`src/rtl/yuv422_rgb_stream.sv`:
```
// rtl/yuv422_rgb_stream.sv - streaming YUYV word to RGB pixel converter with valid/ready flow control
// Holder (word + pixel select) -> stage A (pre-clamp sums) -> output register, all on one advance enable.
module yuv422_rgb_stream #(
  parameter int CW       = 3,
  parameter int PIX_MODE = 0
) (
  input  logic            clk,
  input  logic            rst_n,
  input  logic            in_valid,
  output logic            in_ready,
  input  logic [31:0]     in_yuv,
  input  logic            in_sof,
  output logic            out_valid,
  input  logic            out_ready,
  output logic [3*CW-1:0] out_rgb,
  output logic            out_sof,
  output logic            out_odd
);
  typedef logic signed [19:0] sum_t;

  logic            hold_v_q, hold_v_d;
  logic [31:0]     hold_word_q, hold_word_d;
  logic            hold_sof_q, hold_sof_d;
  logic            sel_q, sel_d;
  logic            a_v_q, a_v_d;
  sum_t            a_r_q, a_r_d, a_g_q, a_g_d, a_b_q, a_b_d;
  logic            a_sof_q, a_sof_d;
  logic            a_odd_q, a_odd_d;
  logic            out_valid_q, out_valid_d;
  logic [3*CW-1:0] out_rgb_q, out_rgb_d;
  logic            out_sof_q, out_sof_d;
  logic            out_odd_q, out_odd_d;

  logic            en, last, first, accept;
  logic [7:0]      y_sel;
  sum_t            c, d, e;

  function automatic logic [CW-1:0] clamp_ch(input sum_t v);
    logic [15:0] m;
    if (v < 0) m = 16'h0000;
    else if (v >= sum_t'(65536)) m = 16'hFF00;
    else m = v[15:0];
    return m[15 -: CW];
  endfunction

  assign en       = ~out_valid_q | out_ready;
  assign last     = (PIX_MODE == 1) ? 1'b1 : sel_q;
  assign first    = (PIX_MODE == 1) ? 1'b1 : ~sel_q;
  assign in_ready = rst_n & en & (~hold_v_q | last);
  assign accept   = in_valid & in_ready;

  // U and V are shared by both pixels; only the luma sample changes with sel.
  assign y_sel = last ? hold_word_q[23:16] : hold_word_q[7:0];
  assign c     = $signed({12'd0, y_sel}) - sum_t'(16);
  assign d     = $signed({12'd0, hold_word_q[15:8]}) - sum_t'(128);
  assign e     = $signed({12'd0, hold_word_q[31:24]}) - sum_t'(128);

  always_comb begin
    hold_v_d    = hold_v_q;
    hold_word_d = hold_word_q;
    hold_sof_d  = hold_sof_q;
    sel_d       = sel_q;
    a_v_d       = a_v_q;
    a_r_d       = a_r_q;
    a_g_d       = a_g_q;
    a_b_d       = a_b_q;
    a_sof_d     = a_sof_q;
    a_odd_d     = a_odd_q;
    out_valid_d = out_valid_q;
    out_rgb_d   = out_rgb_q;
    out_sof_d   = out_sof_q;
    out_odd_d   = out_odd_q;
    if (en) begin
      a_v_d = hold_v_q;
      if (hold_v_q) begin
        a_r_d   = sum_t'(256) * c + sum_t'(291) * e + sum_t'(128);
        a_g_d   = sum_t'(256) * c - sum_t'(100) * d - sum_t'(148) * e + sum_t'(128);
        a_b_d   = sum_t'(256) * c + sum_t'(520) * d + sum_t'(128);
        a_sof_d = hold_sof_q & first;
        a_odd_d = last;
      end
      out_valid_d = a_v_q;
      if (a_v_q) begin
        out_rgb_d = {clamp_ch(a_r_q), clamp_ch(a_g_q), clamp_ch(a_b_q)};
        out_sof_d = a_sof_q;
        out_odd_d = a_odd_q;
      end
      // The holder frees on its last pixel and may be refilled on that same edge.
      if (hold_v_q && !last) begin
        sel_d = 1'b1;
      end else begin
        sel_d    = (PIX_MODE == 1);
        hold_v_d = accept;
        if (accept) begin
          hold_word_d = in_yuv;
          hold_sof_d  = in_sof;
        end
      end
    end
  end

  always_ff @(posedge clk or negedge rst_n) begin
    if (!rst_n) begin
      hold_v_q    <= 1'b0;
      hold_word_q <= '0;
      hold_sof_q  <= 1'b0;
      sel_q       <= 1'b0;
      a_v_q       <= 1'b0;
      a_r_q       <= '0;
      a_g_q       <= '0;
      a_b_q       <= '0;
      a_sof_q     <= 1'b0;
      a_odd_q     <= 1'b0;
      out_valid_q <= 1'b0;
      out_rgb_q   <= '0;
      out_sof_q   <= 1'b0;
      out_odd_q   <= 1'b0;
    end else begin
      hold_v_q    <= hold_v_d;
      hold_word_q <= hold_word_d;
      hold_sof_q  <= hold_sof_d;
      sel_q       <= sel_d;
      a_v_q       <= a_v_d;
      a_r_q       <= a_r_d;
      a_g_q       <= a_g_d;
      a_b_q       <= a_b_d;
      a_sof_q     <= a_sof_d;
      a_odd_q     <= a_odd_d;
      out_valid_q <= out_valid_d;
      out_rgb_q   <= out_rgb_d;
      out_sof_q   <= out_sof_d;
      out_odd_q   <= out_odd_d;
    end
  end

  assign out_valid = out_valid_q;
  assign out_rgb   = out_rgb_q;
  assign out_sof   = out_sof_q;
  assign out_odd   = out_odd_q;
endmodule
```
`config.mk`:
```
export PLATFORM = sky130hd
export DESIGN_NAME = yuv422_rgb_stream
export DESIGN_NICKNAME = d
export VERILOG_FILES = /design/src/rtl/yuv422_rgb_stream.sv
export SDC_FILE = /design/constraint.sdc
export NUM_CORES = 1
export LEC_CHECK = 0
export ABC_AREA = 1
export CAP_MARGIN = 10
export CORE_MARGIN = 2
export CORE_UTILIZATION = 42
export DETAILED_ROUTE_END_ITERATION = 10
export PLACE_DENSITY = 0.6
export SLEW_MARGIN = 5
export SYNTH_ARGS = -nofsm -noshare
export SYNTH_HDL_FRONTEND = slang
export SYNTH_SLANG_ARGS = --single-unit
```
`constraint.sdc`:
```
create_clock -name clk -period 5.6 [get_ports clk]
set_input_delay 1.68 -clock clk [delete_from_list [all_inputs] [get_ports clk]]
set_output_delay 1.68 -clock clk [all_outputs]
set_load 0.01 [all_outputs]
```
==> impl_table.tex, run 1 <==
\begin{tabular}{lr}
\hline
Metric & Value \\
\hline
\multicolumn{2}{l}{\textbf{Detailed routing}} \\
First-pass detailed-route iteration total & 6 \\
Wire per inst & 13.86 um \\
Vias per cell & 4.882 \\
Met2 Routed Length & 9.332 mm \\
Number of DRC markers in iteration 0 & 234 \\
Residual DRC & 0 \\
Post-Route M1 WL & 8.960 mm \\
Antenna Nets Post-Route & 0 \\
Highest routing layer actually used & met4 \\
Final WL & 19.17 mm \\
Routed wl met3 & 688 um \\
Detailed-route via count & 6752 \\
\multicolumn{2}{l}{\textbf{Yosys}} \\
Distinct cell type count after synthesis & 38 \\
Largest family of logic cells by synthesized area & adder cells \\
Complex-gate fraction of the synthesized area & 8.076\% \\
Leading post-synthesis cells by instance count & 228 x sky130\_fd\_sc\_hd\_\_nand2\_1, 206 x sky130\_fd\_sc\_hd\_\_inv\_1, 154 x sky130\_fd\_sc\_hd\_\_ha\_1, 71 x sky130\_fd\_sc\_hd\_\_dfrtp\_1, 69 x sky130\_fd\_sc\_hd\_\_nor2\_1 \\
Fraction of the mapped netlist area in simple logic gates & 20.49\% \\
Share of flip-flops with an asynchronous set or reset after synthesis & 100.0\% \\
Leading area contributor after synthesis & sky130\_fd\_sc\_hd\_\_ha\_1 \\
Post-synthesis instance area & 8335 um\^{}2 \\
Yosys warning count & 0 \\
Portion of netlist area occupied by mux cells & 3.137\% \\
Top post-synthesis cells by area & sky130\_fd\_sc\_hd\_\_ha\_1 23\%, sky130\_fd\_sc\_hd\_\_dfrtp\_1 21\%, sky130\_fd\_sc\_hd\_\_fa\_1 11\% \\
Share of the synthesized area in the top cell type & 23.12\% \\
Post-Synthesis Net Count & 1300 \\
Number of enable-type register cells in the synthesized netlist & 0 \\
Most common flop cell mapped by yosys & sky130\_fd\_sc\_hd\_\_dfrtp\_1 \\
Average footprint of a synthesized cell & 7.827 um\^{}2 \\
Adder-cell area share of the yosys netlist & 33.68\% \\
Post-synthesis register bit count & 71 \\
Gate Count Post-Synth & 1065 \\
Part of the Yosys area used for sequential elements & 21.31\% \\
Post-synthesis share of cell area spent on xor and xnor gates & 2.627\% \\
Most frequent cell after synthesis & sky130\_fd\_sc\_hd\_\_nand2\_1 \\
\multicolumn{2}{l}{\textbf{Global routing}} \\
Wire length of the first global-routing pass & 32.50 mm \\
Global router's overall resource usage & 19.87\% \\
Vias in the first global route & 6816 \\
GRT overflow & 0 \\
Antenna violations before repair & 0 \\
Maximum number of pins on one net before global-route repair & 57 \\
\multicolumn{2}{l}{\textbf{Clock tree}} \\
Maximum level of the CTS H-tree & 3 \\
CTS tree & yes \\
Number of CTS-inserted buffers & 9 \\
Clock Sinks & 71 \\
Clock Pin Slew Worst Setup and Hold Paths & 0.07 ns \\
Post-cts sizing count & 0 \\
Number of buffers added to fix hold violations after cts & 0 \\
Setup fix buffers added after clock tree synthesis & 0 \\
Clock buffer depth & 2 \\
Root buffer cell & sky130\_fd\_sc\_hd\_\_clkbuf\_16 \\
Worst skew pair latency & 0.35 ns \\
\multicolumn{2}{l}{\textbf{Placed design}} \\
Global placement routability congestion & 0.8864 \\
Count of input and output buffers & 49 \\
Detail Placement HPWL & 15.69 mm \\
\multicolumn{2}{l}{\textbf{STA}} \\
RSZ-0062 raised after global routing & no \\
Post-route minimum period & 4.873 ns \\
Number of hold violations in the final report & 0 \\
Max-slew violation total from the final report & 0 \\
Slew of the pin with the lowest slew margin & 1.078 ns \\
Final hold slack & 0.4667 ns \\
Final worst clock skew & 0.01149 ns \\
Total setup violations reported at the end of the flow & 0 \\
Share of the clock period used by the worst path after layout & 87.02\% \\
Setup TNS & 0 ns \\
Highest achievable clock rate & 205.2 MHz \\
Max-slew headroom & 27.89\% \\
\multicolumn{2}{l}{\textbf{Floorplanning}} \\
Effective utilization at floorplan & 42.83\% \\
Die area & 20990 um\^{}2 \\
Core area & 19460 um\^{}2 \\
Placement row count & 51 \\
Die outline width & 144.9 um \\
Die Y-Extent & 144.9 um \\
Num ports & 50 \\
\multicolumn{2}{l}{\textbf{Finish}} \\
Count of fill cells added during filler insertion & 2029 \\
Layout Area Growth over Synthesis & 12.65\% \\
Antenna Diode Count & 0 \\
Share of final-layout standard cells stronger than drive strength 1 & 5.546\% \\
Final layout net count & 1348 \\
Core Util, Final & 48.25\% \\
\multicolumn{2}{l}{\textbf{Critical path}} \\
Kind of capture point of the worst setup path & register \\
Worst reg2reg path depth & 20 \\
Worst Path Class, Setup & reg2reg \\
Endpoint arrival time on the critical path & 5.11 ns \\
Data required time of the worst path & 5.84 ns \\
Largest driver fanout on the critical path & 9 \\
Setup crit start kind & register \\
\multicolumn{2}{l}{\textbf{Job}} \\
Total of max-cap violations & 0 \\
\multicolumn{2}{l}{\textbf{Min path}} \\
Worst hold-check path type & reg2reg \\
Hold Path Cell Cnt & 2 \\
\multicolumn{2}{l}{\textbf{Run status}} \\
Result of the run & completed \\
\hline
\end{tabular}
## layout by cell type, fill, tap and decap left out, types with 12 or more instances in the layout
| master | n |
|---|---|
| sky130_fd_sc_hd__nor2_1 | 69 |
| sky130_fd_sc_hd__dfrtp_1 | 71 |
| sky130_fd_sc_hd__o21ai_0 | 37 |
| sky130_fd_sc_hd__xor2_1 | 18 |
| sky130_fd_sc_hd__fa_1 | 44 |
| sky130_fd_sc_hd__nand3_1 | 61 |
| sky130_fd_sc_hd__clkdlybuf4s50_1 | 48 |
| sky130_fd_sc_hd__a21oi_1 | 65 |
| sky130_fd_sc_hd__mux2_4 | 16 |
| sky130_fd_sc_hd__nand4_1 | 12 |
| sky130_fd_sc_hd__ha_1 | 154 |
| sky130_fd_sc_hd__nand2_1 | 228 |
| sky130_fd_sc_hd__inv_1 | 206 |
## critical path, stage by stage (launching register included)
cell and delay, ns:
sky130_fd_sc_hd__dfrtp_1 0.38, sky130_fd_sc_hd__inv_1 0.28, sky130_fd_sc_hd__ha_1 0.26, sky130_fd_sc_hd__inv_1 0.06
sky130_fd_sc_hd__fa_1 0.50, sky130_fd_sc_hd__fa_1 0.52, sky130_fd_sc_hd__inv_1 0.04, sky130_fd_sc_hd__ha_1 0.33
sky130_fd_sc_hd__nand2_1 0.08, sky130_fd_sc_hd__nor3_1 0.20, sky130_fd_sc_hd__nand3_1 0.11, sky130_fd_sc_hd__nand4_1 0.14
sky130_fd_sc_hd__xor2_1 0.21, sky130_fd_sc_hd__fa_1 0.46, sky130_fd_sc_hd__ha_1 0.40, sky130_fd_sc_hd__a21oi_1 0.26
sky130_fd_sc_hd__o21ai_0 0.13, sky130_fd_sc_hd__nor2_1 0.15, sky130_fd_sc_hd__nand3_1 0.09, sky130_fd_sc_hd__nand3_1 0.08
sky130_fd_sc_hd__nand2_1 0.05
## sequential cells by signal, summed over array words and instances (netlist names)
name / cells
last: 1
out_valid: 1
a_sof_q: 1
out_sof: 1
a_v_q: 1
a_r_q: 7
out_odd: 1
out_rgb: 9
a_odd_q: 1
hold_word_q: 32
hold_v_q: 1
hold_sof_q: 1
a_b_q: 7
a_g_q: 7
## final timing paths
path                                   end       startpoint  slack (ns)
setup / recovery                 a_g_q[17]  hold_word_q[31]        0.73
hold / removal                   out_valid            a_v_q        0.47
setup reg to reg                 a_g_q[17]  hold_word_q[31]        0.73
hold reg to reg                  out_valid            a_v_q        0.47
max in group asynchronous  hold_word_q[17]            rst_n        3.35
min in group asynchronous  hold_word_q[10]            rst_n        1.23
## routing by layer
metal / track usage, % / vias up
li1: - / 3484
met4: 3.679 / 0
met2: 35.15 / 105
met1: 26.18 / 3146
met3: 2.567 / 17
met5: 0 / -
## logic make-up (layout without fill, tap and decap cells)
logic type                 Yosys count  count (layout)
muxes                               18              18
AOI/OAI and AO/OA                  124             124
buffers and inverters              227             280
and+or+nand+nor                    402             402
adders and majority gates          198             198
DFF                                 71              71
xor gates and xnor gates            25              25
## per-stage QoR
step	setup WS (ns)	instance area (um^2)	instances
finish	0.7268	9390	1383
global route	0.3102	9390	1383
CTS	0.7370	9390	1383
global placement	0.8458	9084	1367
detailed placement	0.7415	9084	1367
floorplan	0.7611	8335	1065
## layout make-up
| type | count | area [um^2] | share of cell area [%] |
|---|---|---|---|
| Sequential cell | 71 | 1777 | 18.92 |
| Timing Repair Buffer | 52 | 510.5 | 5.436 |
| Tap cell | 265 | 331.6 | 3.531 |
| Clock buffer | 9 | 225.2 | 2.398 |
| Multi-Input combinational cell | 767 | 5669 | 60.37 |
| Clock inverter | 7 | 81.33 | 0.8661 |
| Inverter | 212 | 795.8 | 8.474 |
Power of run 1 is not shown: default switching activity piles up to over one toggle a cycle in this logic, so the estimate is an artifact.
==> inputs of run 2 (changes only) <==
Settings changed: CORE_ASPECT_RATIO from default to 0.75, SLEW_MARGIN 5 to 20.
==> run 2 against run 1 <==
Against the previous run:
- setup slack improved by 0.013 ns
- highest routed layer unchanged
- routed wire length increased by 2.1%
- clock skew decreased by 0.0025 ns
- final cell count decreased by 0.94%
- via count decreased by 0.21%
- sequential share of layout area increased by 0.084 points
- critical path depth increased by 4
- first-iteration DRC count increased by 46%
==> impl_table.tex, run 2 (same netlist as run 1, synthesis figures left out) <==
\begin{tabular}{lr}
\hline
Metric & Value \\
\hline
\multicolumn{2}{l}{\textbf{Run status}} \\
Result of the run & completed (unchanged) \\
\multicolumn{2}{l}{\textbf{STA}} \\
Total setup violations reported at the end of the flow & 0 (unchanged) \\
RSZ-0062 raised after global routing & no (unchanged) \\
Post-route minimum period & 4.860 ns (was 4.873 ns) \\
Slew of the pin with the lowest slew margin & 1.080 ns (was 1.078 ns) \\
Setup TNS & 0 ns (unchanged) \\
Share of the clock period used by the worst path after layout & 86.79\% (was 87.02\%) \\
Max-slew violation total from the final report & 0 (unchanged) \\
Final worst clock skew & 0.008970 ns (was 0.01149 ns) \\
Highest achievable clock rate & 205.7 MHz (was 205.2 MHz) \\
Max-slew headroom & 27.73\% (was 27.89\%) \\
Number of hold violations in the final report & 0 (unchanged) \\
\multicolumn{2}{l}{\textbf{Finish}} \\
Antenna Diode Count & 0 (unchanged) \\
Combined flip-flop and latch cell area & 1777 um\^{}2 (unchanged) \\
Largest register FFs & 32 (unchanged) \\
Commonest non-fill, non-tap cell in the layout & sky130\_fd\_sc\_hd\_\_nand2\_1 (unchanged) \\
Final layout net count & 1348 (unchanged) \\
Share of final-layout standard cells stronger than drive strength 1 & 5.282\% (was 5.546\%) \\
Commonest cells after routing, fill and taps aside & 228 x sky130\_fd\_sc\_hd\_\_nand2\_1, 206 x sky130\_fd\_sc\_hd\_\_inv\_1, 154 x sky130\_fd\_sc\_hd\_\_ha\_1 (unchanged) \\
Combined area of the multi-input logic cells & 5669 um\^{}2 (unchanged) \\
Register bank with the most flops & hold\_word\_q (unchanged) \\
Count of fill cells added during filler insertion & 1983 (was 2029) \\
Layout Area Growth over Synthesis & 12.16\% (was 12.65\%) \\
\multicolumn{2}{l}{\textbf{Detailed routing}} \\
First-pass detailed-route iteration total & 4 (was 6) \\
Residual DRC & 0 (unchanged) \\
Wire per inst & 14.28 um (was 13.86 um) \\
Antenna Nets Post-Route & 0 (unchanged) \\
Vias per cell & 4.918 (was 4.882) \\
Final WL & 19.56 mm (was 19.17 mm) \\
Detailed-route via count & 6738 (was 6752) \\
Number of DRC markers in iteration 0 & 341 (was 234) \\
\multicolumn{2}{l}{\textbf{Global routing}} \\
Wire length of the first global-routing pass & 33.72 mm (was 32.50 mm) \\
Antenna violations before repair & 0 (unchanged) \\
Vias in the first global route & 6871 (was 6816) \\
GRT overflow & 0 (unchanged) \\
Global router's overall resource usage & 20.05\% (was 19.87\%) \\
Maximum number of pins on one net before global-route repair & 54 (was 57) \\
\multicolumn{2}{l}{\textbf{Placed design}} \\
Detail Placement HPWL & 16.24 mm (was 15.69 mm) \\
Count of input and output buffers & 49 (unchanged) \\
Global placement routability congestion & 0.9132 (was 0.8864) \\
\multicolumn{2}{l}{\textbf{Critical path}} \\
Data required time of the worst path & 5.84 ns (about the same) \\
Largest driver fanout on the critical path & 9 (unchanged) \\
Endpoint arrival time on the critical path & 5.10 ns (was 5.11 ns) \\
Kind of capture point of the worst setup path & register (unchanged) \\
Setup crit start kind & register (unchanged) \\
Worst Path Class, Setup & reg2reg (unchanged) \\
\multicolumn{2}{l}{\textbf{Clock tree}} \\
Root buffer cell & sky130\_fd\_sc\_hd\_\_clkbuf\_16 (unchanged) \\
Worst skew pair latency & 0.35 ns (about the same) \\
Post-cts sizing count & 0 (unchanged) \\
CTS tree & yes (unchanged) \\
Clock buffer depth & 2 (unchanged) \\
Setup fix buffers added after clock tree synthesis & 0 (unchanged) \\
Number of buffers added to fix hold violations after cts & 0 (unchanged) \\
Number of CTS-inserted buffers & 9 (unchanged) \\
Clock Sinks & 71 (unchanged) \\
Clock Pin Slew Worst Setup and Hold Paths & 0.07 ns (about the same) \\
Maximum level of the CTS H-tree & 3 (unchanged) \\
\multicolumn{2}{l}{\textbf{Floorplanning}} \\
Die outline width & 166.7 um (was 144.9 um) \\
Placement row count & 44 (was 51) \\
Num ports & 50 (unchanged) \\
Effective utilization at floorplan & 43.01\% (was 42.83\%) \\
Die area & 21000 um\^{}2 (was 20990 um\^{}2) \\
Die Y-Extent & 126.0 um (was 144.9 um) \\
Core area & 19380 um\^{}2 (was 19460 um\^{}2) \\
\multicolumn{2}{l}{\textbf{Job}} \\
Total of max-cap violations & 0 (unchanged) \\
\multicolumn{2}{l}{\textbf{Min path}} \\
Worst hold-check path type & reg2reg (unchanged) \\
\hline
\end{tabular}
==> run 2: layout make-up <==
class / instances / share of cell area (%)
Timing Repair Buffer: 52 / 5.460
Clock buffer: 11 / 2.489
Clock inverter: 4 / 0.5086
Multi-Input combinational cell: 767 / 60.64
Sequential cell: 71 / 19.00
Tap cell: 253 / 3.386
Inverter: 212 / 8.512
==> run 2: final timing paths <==
kind | depth (start not counted) | slack [ns] | to | startpoint
hold / removal | 2 | 0.46 | out_valid | a_v_q
setup reg to reg | 24 | 0.74 | a_g_q[18] | hold_word_q[31]
hold reg to reg | 2 | 0.46 | out_valid | a_v_q
max in group asynchronous | 2 | 3.38 | out_rgb[0] | rst_n
setup / recovery | 24 | 0.74 | a_g_q[18] | hold_word_q[31]
min in group asynchronous | 1 | 1.22 | a_b_q[14] | rst_n
==> run 2: metrics by stage <==
stage	area (um^2)	cells	setup WS (ns)	util (%)	hold WS, ns
detailed placement	9069	1355	0.7769	46.80	0.4459
CTS	9349	1370	0.7618	48.24	0.4597
finish	9349	1370	0.7397	48.24	0.4633
global route	9349	1370	0.2911	48.24	0.4916
global placement	9069	1355	0.8919	46.80	0.4548
floorplan	8335	1065	0.7611	-	0.4307
==> run 2: worst max-delay path, stage by stage (launching register included) <==
cell and delay, ns:
sky130_fd_sc_hd__dfrtp_1 0.38, sky130_fd_sc_hd__inv_1 0.29, sky130_fd_sc_hd__ha_1 0.27, sky130_fd_sc_hd__inv_1 0.07
sky130_fd_sc_hd__fa_1 0.50, sky130_fd_sc_hd__fa_1 0.52, sky130_fd_sc_hd__inv_1 0.04, sky130_fd_sc_hd__ha_1 0.32
sky130_fd_sc_hd__nand2_1 0.09, sky130_fd_sc_hd__nor2_1 0.15, sky130_fd_sc_hd__nand3_1 0.09, sky130_fd_sc_hd__nand4_1 0.13
sky130_fd_sc_hd__xor2_1 0.16, sky130_fd_sc_hd__inv_1 0.07, sky130_fd_sc_hd__fa_1 0.49, sky130_fd_sc_hd__inv_1 0.04
sky130_fd_sc_hd__ha_1 0.41, sky130_fd_sc_hd__nand2_1 0.11, sky130_fd_sc_hd__nor2_1 0.12, sky130_fd_sc_hd__and2_1 0.16
sky130_fd_sc_hd__nand2_1 0.07, sky130_fd_sc_hd__nand3_1 0.09, sky130_fd_sc_hd__nand2_1 0.05, sky130_fd_sc_hd__nand3_1 0.06
sky130_fd_sc_hd__nand2_1 0.05
==> run 2: per-layer routing <==
| metal | share of wire (%) | GRT usage, % | vias to the layer above |
|---|---|---|---|
| met4 | 1.0 | 3.550 | 0 |
| met5 | 0 | 0 | - |
| met3 | 3.2 | 3.426 | 13 |
| li1 | - | - | 3481 |
| met2 | 44 | 32.45 | 78 |
| met1 | 52 | 28.63 | 3166 |
Power of run 2 is left out for the same reason.
==> inputs of run 3 (changes only) <==
Settings changed: CTS_CLUSTER_DIAMETER from default to 60.
==> results of run 3 <==
No change in the layout: final DEF, timing and power equal those of run 2.
Power of run 3 is left out for the same reason.
